## src/rtl/floor_disp_pkg.sv

```systemverilog
// Shared segment codes, controller state type and BCD-to-segment decode for the floor display.
// Pure declarations: no latency, no handshake.
package floor_disp_pkg;

   localparam logic [7:0] SEG_0     = 8'b1100_0000;
   localparam logic [7:0] SEG_1     = 8'b1111_1001;
   localparam logic [7:0] SEG_2     = 8'b1010_0100;
   localparam logic [7:0] SEG_3     = 8'b1011_0000;
   localparam logic [7:0] SEG_4     = 8'b1001_1001;
   localparam logic [7:0] SEG_5     = 8'b1001_0010;
   localparam logic [7:0] SEG_6     = 8'b1000_0010;
   localparam logic [7:0] SEG_7     = 8'b1111_1000;
   localparam logic [7:0] SEG_8     = 8'b1000_0000;
   localparam logic [7:0] SEG_9     = 8'b1001_0000;
   localparam logic [7:0] SEG_BLANK = 8'b1111_1111;
   localparam logic [7:0] SEG_DASH  = 8'b1011_1111;

   typedef enum logic [1:0] {IDLE, CONV, LOAD} state_t;

   // Active-low segments with dp off; non-decimal nibbles render blank.
   function automatic logic [7:0] bcd_to_seg(input logic [3:0] d);
      logic [7:0] s;
      case (d)
         4'd0:    s = SEG_0;
         4'd1:    s = SEG_1;
         4'd2:    s = SEG_2;
         4'd3:    s = SEG_3;
         4'd4:    s = SEG_4;
         4'd5:    s = SEG_5;
         4'd6:    s = SEG_6;
         4'd7:    s = SEG_7;
         4'd8:    s = SEG_8;
         4'd9:    s = SEG_9;
         default: s = SEG_BLANK;
      endcase
      return s;
   endfunction

endpackage

```

## src/rtl/bin2bcd_seq.sv

```systemverilog
// Sequential shift-add-3 binary-to-BCD engine: FW cycles from start, done flags the final shift cycle.
// start is accepted only while idle; requests during a conversion are dropped.
module bin2bcd_seq
   import floor_disp_pkg::*;
#(
   parameter int FW   = 4,
   parameter int NDIG = 2
) (
   input  logic                clk,
   input  logic                resetb,
   input  logic                start,
   input  logic [FW-1:0]       bin,
   output logic                busy,
   output logic                done,
   output logic [FW-1:0]       value,
   output logic [4*NDIG-1:0]   bcd
);

   localparam int CW = (FW > 1) ? $clog2(FW) : 1;

   logic [FW-1:0]     sh;
   logic [CW-1:0]     cnt;
   logic              run;
   logic [4*NDIG-1:0] adj;

   always_comb begin
      adj = bcd;
      for (int i = 0; i < NDIG; i++) begin
         if (bcd[4*i +: 4] >= 4'd5) adj[4*i +: 4] = bcd[4*i +: 4] + 4'd3;
      end
   end

   always_ff @(posedge clk or negedge resetb) begin
      if (!resetb) begin
         run   <= 1'b0;
         cnt   <= '0;
         sh    <= '0;
         value <= '0;
         bcd   <= '0;
      end else if (run) begin
         bcd <= {adj[4*NDIG-2:0], sh[FW-1]};
         sh  <= sh << 1;
         if (cnt == CW'(FW-1)) begin
            run <= 1'b0;
            cnt <= '0;
         end else begin
            cnt <= cnt + CW'(1);
         end
      end else if (start) begin
         run   <= 1'b1;
         cnt   <= '0;
         sh    <= bin;
         value <= bin;
         bcd   <= '0;
      end
   end

   assign busy = run;
   assign done = run && (cnt == CW'(FW-1));

endmodule

```

## src/rtl/floor_disp_mux.sv

```systemverilog
// Floor number to NDIG multiplexed active-low 7-seg digits; new value shows FW+2 clk after slowref.
// No backpressure: slowref while converting is dropped. Optional blink while moving under BLINK_EN.
module floor_disp_mux
   import floor_disp_pkg::*;
#(
   parameter int FW     = 4,
   parameter int NDIG   = 2,
   parameter int NFLOOR = 10,
   parameter int REFDIV = 50000
) (
   input  logic            clk,
   input  logic            resetb,
   input  logic            slowref,
   input  logic [FW-1:0]   floorno,
   input  logic            moving,
   output logic [7:0]      segdisp,
   output logic [NDIG-1:0] andisp,
   output logic            busy
);

   localparam int IW = (NDIG > 1) ? $clog2(NDIG) : 1;
   localparam int PW = $clog2(REFDIV);

   state_t            state;
   logic              eng_start;
   logic              eng_busy;
   logic              eng_done;
   logic [FW-1:0]     eng_val;
   logic [4*NDIG-1:0] eng_bcd;

   assign eng_start = (state == IDLE) && slowref;

   bin2bcd_seq #(.FW(FW), .NDIG(NDIG)) u_conv (
      .clk    (clk),
      .resetb (resetb),
      .start  (eng_start),
      .bin    (floorno),
      .busy   (eng_busy),
      .done   (eng_done),
      .value  (eng_val),
      .bcd    (eng_bcd)
   );

   assign busy = eng_busy;

   always_ff @(posedge clk or negedge resetb) begin
      if (!resetb) begin
         state <= IDLE;
      end else begin
         case (state)
            IDLE:    if (slowref) state <= CONV;
            CONV:    if (eng_done) state <= LOAD;
            LOAD:    state <= IDLE;
            default: state <= IDLE;
         endcase
      end
   end

   logic       oor;
   logic       lead;
   logic [3:0] nib;
   logic [7:0] code     [NDIG];
   logic [7:0] disp     [NDIG];
   logic [7:0] disp_nxt [NDIG];

   assign oor = 32'(eng_val) >= 32'(NFLOOR);

   // Walk from the most significant digit so zeros are blanked until the first nonzero one.
   always_comb begin
      lead = 1'b1;
      nib  = '0;
      code = '{default: SEG_BLANK};
      for (int i = NDIG-1; i >= 0; i--) begin
         nib = eng_bcd[4*i +: 4];
         if (oor) begin
            code[i] = SEG_DASH;
         end else if (lead && (i != 0) && (nib == 4'd0)) begin
            code[i] = SEG_BLANK;
         end else begin
            code[i] = bcd_to_seg(nib);
            lead    = 1'b0;
         end
      end
   end

   always_comb begin
      disp_nxt = disp;
      if (state == LOAD) disp_nxt = code;
   end

   always_ff @(posedge clk or negedge resetb) begin
      if (!resetb) begin
         for (int i = 0; i < NDIG; i++) disp[i] <= SEG_BLANK;
      end else begin
         disp <= disp_nxt;
      end
   end

   logic [PW-1:0] pre;
   logic [IW-1:0] idx;
   logic [IW-1:0] idx_nxt;
   logic          tc;
   logic          blank_now;

   assign tc = (pre == PW'(REFDIV-1));

   always_comb begin
      idx_nxt = idx;
      if (tc) idx_nxt = (idx == IW'(NDIG-1)) ? '0 : idx + IW'(1);
   end

   // segdisp reads the next-state display so a LOAD shows up in the same cycle as the register write.
   always_ff @(posedge clk or negedge resetb) begin
      if (!resetb) begin
         pre     <= '0;
         idx     <= '0;
         andisp  <= '1;
         segdisp <= SEG_BLANK;
      end else begin
         pre     <= tc ? '0 : pre + PW'(1);
         idx     <= idx_nxt;
         andisp  <= ~(NDIG'(1) << idx_nxt);
         segdisp <= blank_now ? SEG_BLANK : disp_nxt[idx_nxt];
      end
   end

`ifdef BLINK_EN
   localparam int BLINKSH = 6;

   logic [BLINKSH-1:0] wraps;
   logic               blink;
   logic               scan_wrap;

   assign scan_wrap = tc && (idx == IW'(NDIG-1));

   always_ff @(posedge clk or negedge resetb) begin
      if (!resetb) begin
         wraps <= '0;
         blink <= 1'b0;
      end else if (!moving) begin
         wraps <= '0;
         blink <= 1'b0;
      end else if (scan_wrap) begin
         wraps <= wraps + BLINKSH'(1);
         if (wraps == '1) blink <= ~blink;
      end
   end

   assign blank_now = moving && blink;
`else
   logic unused_moving;

   assign unused_moving = moving;
   assign blank_now     = 1'b0;
`endif

endmodule

```

## config.mk

```make
export PLATFORM = sky130hd
export DESIGN_NAME = floor_disp_mux
export DESIGN_NICKNAME = d
export VERILOG_FILES = /design/src/rtl/floor_disp_pkg.sv /design/src/rtl/bin2bcd_seq.sv /design/src/rtl/floor_disp_mux.sv
export SDC_FILE = /design/constraint.sdc
export NUM_CORES = 1
export LEC_CHECK = 0
export ABC_AREA = 1
export BUFFER_PORTS_ARGS = -buffer_cell sky130_fd_sc_hd__buf_2
export CORE_MARGIN = 2
export CORE_UTILIZATION = 60
export DETAILED_ROUTE_END_ITERATION = 10
export PLACE_DENSITY = 0.9
export SYNTH_ARGS = -nofsm -noshare
export SYNTH_HDL_FRONTEND = slang
export SYNTH_HIERARCHICAL = 1
export SYNTH_SLANG_ARGS = --single-unit
```

## constraint.sdc

```tcl
create_clock -name clk -period 3.1 [get_ports clk]
set_input_delay 0.775 -clock clk [delete_from_list [all_inputs] [get_ports clk]]
set_output_delay 0.775 -clock clk [all_outputs]
set_load 0.01 [all_outputs]
```

# Word-level counts from Yosys, hierarchy flattened
# Memories as Yosys holds them, arrays and structs flattened.
# Cells that the tools add are included.
totals:
  regBits: 64
  output_inout_bits: 11
  n_memories: 2
  rom_bits: 224
  wordCells: 65
  input_bits: 8
op_classes:
  bitwise: 3
  n_reduce_logical: 7
  shifts: 1
  add_sub_neg: 5
  muxes: 25
  eq_ne: 6
  order_cmp: 4
memory_table:
  columns: ["memory", "depth", "width", "read_ports", "rd_clocked_by_memory_dff", "wr", "line", "text"]
  rows:
  - ["(name not given)", 16, 7, 1, 0, 0, "floor_disp_pkg.sv:23", "case (d)"]
  - ["(name not given)", 16, 7, 1, 0, 0, "floor_disp_pkg.sv:23", null]
op_table:
  columns: ["cell", "count"]
  rows:
  - ["$mux 8", 8]
  - ["$mux 16", 2]
  - ["$add 16x1->16 const B", 1]
  - ["$eq 16x16->1 const B", 1]
  - ["$mux 4", 3]
  - ["$mux 2", 5]
  - ["$ge 4x3->1 const B", 2]
  - ["$mux 1", 5]
  - ["$add 4x2->4 const B", 1]
  - ["$eq 2x2->1 const B", 2]
  - ["$ge 4x4->1 const B", 1]
  - ["$logic_not 4->1", 1]
  - ["$ne 2x2->1 const B", 2]
  - ["$pmux 2 s2", 1]
  - ["$reduce_and 2->1", 2]
  - ["$add 3x2->3 const B", 1]
  - ["$mux 3", 1]
  - ["$add 2x1->2 const B", 1]
  - ["$eq 2x1->1 const B", 1]
  - ["$ge 2x2->1 const B", 1]
  - ["$logic_and 1x1->1", 2]
  - ["$logic_not 2->1", 1]
  - ["$not 1->2", 1]
  - ["$not 2->2", 1]
  - ["other kinds (4)", 4]

# Depth between registers and ports, before layout
# Gate-level depths: netlist of the first run.
logic_depth:
  depth_word: 7
  ltp_mapped: 10
  ltp_nobuf: 10

# Cells and area by module
# The synthesis of the first run kept the hierarchy.
by_module_without_submodules:
  columns: ["module", "instances", "cells_per_inst", "area_each_um2", "seq_area_each_um2"]
  rows:
  - ["floor_disp_mux", 1, 311, 2479.9, 1158.6]
  - ["bin2bcd_seq", 1, 109, 933.4, 475.5]

# Worst setup path after synthesis of the first run
# No wires, ideal clock.
synth_timing:
  path_type: "input -> register"
  startpoint: "in slowref"
  endpoint: "reg u_conv.cnt[1]"
  required_time_ns: 2.979
  path_slack_ns: 1.572
  n_path_buf: 1
  setup_time_ns: 0.121
  path_stages: 5
  t_arrival_ns: 1.407
  path_cell_list: "inv_1 -> nor2_1 -> nor2_2 -> buf_6 -> a22o_1"
synth_via:
  elab_chain_cells: 2
synth_rtl:
  columns: ["element", "line", "text"]
  rows:
  - ["start: declaration", "floor_disp_mux.sv:13", "input logic slowref,"]
  - ["$logic_and 1x1->1", "floor_disp_mux.sv:31", "assign eng_start = (state == IDLE) && slowref;"]
  - ["via eng_start", "floor_disp_mux.sv:25", "logic eng_start;"]
  - ["$reduce_bool 2->1 (no line)", null, null]
  - ["end signal: assignment", "bin2bcd_seq.sv:47", "cnt <= cnt + CW'(1);"]
  - ["end: declaration", "bin2bcd_seq.sv:22", "logic [CW-1:0] cnt;"]
# The timed path passes the listed nets, and every way through them passes these cells.
# A chain may end at the register's enable or synchronous reset.

# Worst setup path in the final report of the first run
layout_timing:
  startpoint: "reg u_conv.run, in the netlist u_conv/busy"
  endpoint: "out busy"
layout_lines:
  columns: ["element", "line", "text"]
  rows:
  - ["start: declaration", "bin2bcd_seq.sv:23", "logic run;"]
  - ["start signal: assignment", "bin2bcd_seq.sv:35", "run <= 1'b0;"]
  - ["start signal: assignment", "bin2bcd_seq.sv:44", "run <= 1'b0;"]
  - ["start signal: assignment", "bin2bcd_seq.sv:50", "run <= 1'b1;"]
  - ["end: declaration", "floor_disp_mux.sv:18", "output logic busy"]
# No word-level cell between the ends.

==> results of run 1 <==
-- stage by stage --
stage	cells	hold WS, ns
floorplan	417	0.4320
global placement	503	0.4467
detailed placement	503	0.4523
CTS	519	0.4621
global route	519	0.4897
finish	519	0.4604
-- power by group through the flow --
| stage | combinational [W] | sequential [W] | clock, W |
|---|---|---|---|
| after floorplan | 0.000911 | 0.00136 | 0 |
| after global placement | 0.00108 | 0.00138 | 0 |
| after detailed placement | 0.00114 | 0.00140 | 0 |
| after CTS | 0.00114 | 0.00138 | 0.000635 |
| after global routing | 0.00135 | 0.00142 | 0.000666 |
| final | 0.00114 | 0.00138 | 0.000626 |
-- state kept, by name, indices dropped and copies added (netlist names) --
| signal | flops |
|---|---|
| disp | 16 |
| u_conv/busy | 1 |
| u_conv/bcd | 8 |
| state | 2 |
| segdisp | 8 |
| u_conv/cnt | 2 |
| u_conv/sh | 4 |
| pre | 16 |
| idx | 1 |
| andisp | 2 |
| u_conv/value | 3 |
-- routing by layer --
| metal | vias to the layer above | part of all wire, % | wire length [µm] |
|---|---|---|---|
| met3 | 16 | 3.7 | 230 |
| met5 | - | 0 | 0 |
| li1 | 1347 | - | - |
| met2 | 51 | 49 | 3025 |
| met4 | 0 | 2.3 | 140 |
| met1 | 1259 | 45 | 2754 |
-- final timing paths --
path                       slack, ns                          end                      start
setup / recovery                1.14                         busy      u_conv/busy$_DFF_PN0_
hold / removal                  0.46  u_conv/value[2]$_DFFE_PN0P_                     resetb
setup reg to reg                1.57         segdisp[3]$_DFF_PN1_  u_conv/bcd[4]$_DFFE_PN0P_
hold reg to reg                 0.46             pre[0]$_DFF_PN0_           pre[0]$_DFF_PN0_
max in group asynchronous       1.85            disp[5]$_DFF_PN1_                     resetb
min in group clk                0.46             pre[0]$_DFF_PN0_           pre[0]$_DFF_PN0_
-- layout make-up --
type	count	area [µm²]
Inverter	52	195.2
Sequential cell	63	1609
Clock inverter	7	50.05
Timing Repair Buffer	19	100.1
Multi-Input combinational cell	297	1543
Fill cell	441	1762
Clock buffer	9	123.9
Tap cell	72	90.09
==> flow_summary.yaml, run 1 <==
run_status:
  status: "complete, no violations"
routing:
  wirelength_um: 6150
  wl_per_cell_um: 11.85
  vias: 2673
  drtPass1Iterations: 4
  route.detailed.drc: 0
  ant_nets: 0
  drt_iter0_markers: 190
  vias_per_cell: 5.150
final_layout:
  fin_util_pct: 67.81
  num-nets-final: 466
  n_antenna_cell: 0
  drive_above_1_share_pct: 22.15
  final_common_cell: "nand2_1"
  area_delta_synth_final_pct: 9.771
  final_cell_mix: "131 x nand2_1, 48 x inv_1, 48 x nor2_1"
  design_area_um2: 3711
sta:
  rsz0062_at_grt: "false"
  setup_tns_ns: 0
  finClkSkew_ns: 0.01159
  max_freq_ghz: 0.5110
  slew_headroom_pct: 53.70
  report.final.slew_viol_count: 0
  fin_ws_ns: 1.143
  tightest_slew_ns: 0.6944
  fin_crit_ns: 1.957
  post-route-period-util_pct: 63.13
  setup_viol: 0
  hold_viol_final: 0
critical_path:
  path_max_fanout: 14
  arrival_ns: 1.18
  critPathKind: "register to output pin"
  worst-path-buf-inv: 1
  end_kind: "output pin"
  cpMaxStageDelayCell: "dfrtp_1"
  critical-path-top-delay-family: "flip-flops"
  r2r_cells: 9
  worstSetupPathDepth: 1
  cp_cell_sequence: "buf_2"
  required_ns: 2.32
  worst_setup_path_start_kind: "register"
  critPathMaxStageDelay_ns: 0.61
logic_synthesis:
  ys.warnings.count: 6
  syn_avg_cell_area_um2: 8.107
  synthesis.nets: 441
  syn_inst: 417
  netlist_area_um2: 3381
power:
  pwr-share-comb_pct: 36.3
  p_sw_share_pct: 39.58
  leakage_nw: 1.885
  clkPwrFrac_pct: 19.9
  power_density_nw_per_um2: 848.6
  internal_power_w: 0.001903
  power_w: 0.003149
  pwr-share-seq_pct: 43.9
  vdd_ir_drop_max_uv: 567.0
  p_switching_w: 0.001246
floorplanning:
  die_h_um: 79.07
  boundaryPins: 19
  die_w_um: 79.07
  core-area_um2: 5473
  dieArea_um2: 6251
  start_util_pct: 61.77
  core.rowCount: 27
clock_tree:
  clock_latency_ns: 0.36
  post_cts_resized: 0
  cts_made_buffers: 9
  postCtsSetupRepairBufs: 0
  cts.htree.levels: 3
  hold_buffers: 0
  cts.sinks: 63
  clk_pin_slew_ns: 0.07
  clk_root_buffer_cell: "clkbuf_8"
  cts_tree: "yes"
  clk_path_buf_depth: 2
placement:
  dpl_cell_area_um2: 3537
  gp_congestion: 0.8840
  hpwl_um: 4502
  place_ws_ns: 1.258
  numPortBuffers: 17
grt:
  grt-ovfl-total: 0
  grt_pass1_wl_um: 11180
  grt_pass1_vias: 2665
  use_met2_pct: 38.90
  grt_usage_pct: 23.28
  busiest_layer: "met2"
  met3_usage_pct: 5.455
  grt_use_met1_pct: 28.15
  grt_antenna_before_repair: 0
  grt_max_degree: 34
hold_path:
  min_path_type: "input pin to asynchronous set/reset pin"
job:
  max_cap_violations: 0
(Power assumes the default switching activity.)
==> run 2: changes to the inputs <==
==> constraint.sdc (replaced) <==
create_clock -name clk -period 1.95 [get_ports clk]
set_input_delay 0.4875 -clock clk [delete_from_list [all_inputs] [get_ports clk]]
set_output_delay 0.4875 -clock clk [all_outputs]
set_load 0.01 [all_outputs]
==> flow_summary.yaml, run 2 (synthesis gave the netlist of run 1 again) <==
placement:
  gp_congestion: 0.8537
  numPortBuffers: 17
  dpl_cell_area_um2: 3542
  hpwl_um: 4768
grt:
  grt_usage_pct: 24.63
  grt_max_degree: 49
  grt_pass1_wl_um: 11790
  grt_antenna_before_repair: 0
  grt-ovfl-total: 0
  grt_pass1_vias: 2747
floorplanning:
  die_w_um: 79.07
  die_h_um: 79.07
  core-area_um2: 5473
  boundaryPins: 19
  dieArea_um2: 6251
  core.rowCount: 27
  start_util_pct: 61.77
sta:
  finClkSkew_ns: 0.01188
  report.final.slew_viol_count: 0
  tightest_slew_ns: 0.5188
  post-route-period-util_pct: 86.56
  rsz0062_at_grt: "false"
  setup_viol: 0
  setup_tns_ns: 0
  max_freq_ghz: 0.5925
  fin_crit_ns: 1.688
  hold_viol_final: 0
  slew_headroom_pct: 65.33
critical_path:
  critPathKind: "register to output pin"
  cp_cell_sequence: "buf_2"
  critical-path-top-delay-family: "flip-flops"
  critPathMaxStageDelay_ns: 0.63
  worst_setup_path_start_kind: "register"
  cpMaxStageDelayCell: "dfrtp_1"
  arrival_ns: 1.20
  required_ns: 1.46
  end_kind: "output pin"
  r2r_cells: 5
  rr_startpoint: "state[0]$_DFFE_PN0P_"
  reg2reg_slack_ns: 0.37
  path_max_fanout: 14
  r2r-end: "u_conv/bcd[7]$_DFFE_PN0P_"
  worst-path-buf-inv: 1
clock_tree:
  cts_tree: "yes"
  clock_latency_ns: 0.35
  clk_root_buffer_cell: "clkbuf_8"
  clk_pin_slew_ns: 0.07
  cts_made_buffers: 9
  hold_buffers: 0
  clk_path_buf_depth: 2
  post_cts_resized: 0
  cts.htree.levels: 3
  postCtsSetupRepairBufs: 0
  cts.sinks: 63
final_layout:
  final_common_cell: "nand2_1"
  area_delta_synth_final_pct: 11.88
  reg.largest.list: "disp: 16 flops, pre: 16 flops"
  final_cell_mix: "131 x nand2_1, 48 x inv_1, 48 x nor2_1"
  num-nets-final: 465
  drive_above_1_share_pct: 21.97
  n_antenna_cell: 0
  design_area_um2: 3782
job:
  max_cap_violations: 0
routing:
  ant_nets: 0
  vias_per_cell: 5.338
  drtPass1Iterations: 4
  wl_per_cell_um: 13.28
  route.detailed.drc: 0
  vias: 2765
  drt_iter0_markers: 174
  wirelength_um: 6881
hold_path:
  min_path_type: "input pin to asynchronous set/reset pin"
power:
  vdd_ir_drop_max_uv: 928.4
  leakage_nw: 1.916
  power_density_nw_per_um2: 1420
run_status:
  status: "complete, no violations"
[run 2: cell types whose count changed in the layout (fill, tap and decap cells not counted)]
cell / change
clkbuf_16: +3
clkbuf_8: +2
clkinv_4: -3
buf_12: +1
clkinv_2: -2
buf_4: -2
[run 2: routing by layer]
metal	vias up	global-route usage [%]	part of all wire (%)	routed length, µm
met2	58	43.05	52	3602
met1	1349	28.43	42	2859
met4	0	11.90	1.8	124
li1	1344	-	-	-
met5	-	0	0	0
met3	14	5.682	4.3	295
[run 2: per-stage QoR]
stage	setup WS [ns]	cells	hold slack, ns	utilization, %	total power, W
after CTS	0.2475	518	0.05991	69.11	0.005383
after global placement	0.4135	502	0.4255	64.72	0.003914
after global routing	0.2043	518	0.08924	69.11	0.005767
final	0.2621	518	0.05882	69.11	0.005371
after detailed placement	0.3427	502	0.4307	64.72	0.004079
after floorplan	0.5510	417	0.1919	-	0.003604
[run 2: power breakdown]
group	internal (W)	total (W)	switching (W)
clock	0.000764	0.00129	0.000522
sequential	0.00187	0.00221	0.000336
combinational	0.000699	0.00188	0.00118
total	0.00333	0.00537	0.00204
[run 2: layout make-up]
| class | count | area (µm²) |
|---|---|---|
| multi-input combinational | 297 | 1543 |
| sequential | 63 | 1609 |
| tap | 72 | 90.09 |
| clock inverter | 2 | 13.76 |
| clock buffer | 14 | 226.5 |
| inverter | 52 | 195.2 |
| fill | 418 | 1690 |
| timing repair buffer | 18 | 105.1 |
[run 2: worst max-delay path by stage]
stage,endpoint,from,cells after the start,slack [ns]
after global routing,busy,u_conv/busy$_DFF_PN0_,1,0.20
after CTS,busy,u_conv/busy$_DFF_PN0_,1,0.25
after floorplan,u_conv/cnt[1]$_DFFE_PN0P_,state[0]$_DFFE_PN0P_,5,0.55
after global placement,u_conv/bcd[7]$_DFFE_PN0P_,slowref,6,0.41
after detailed placement,u_conv/bcd[7]$_DFFE_PN0P_,slowref,6,0.34
final,busy,u_conv/busy$_DFF_PN0_,1,0.26
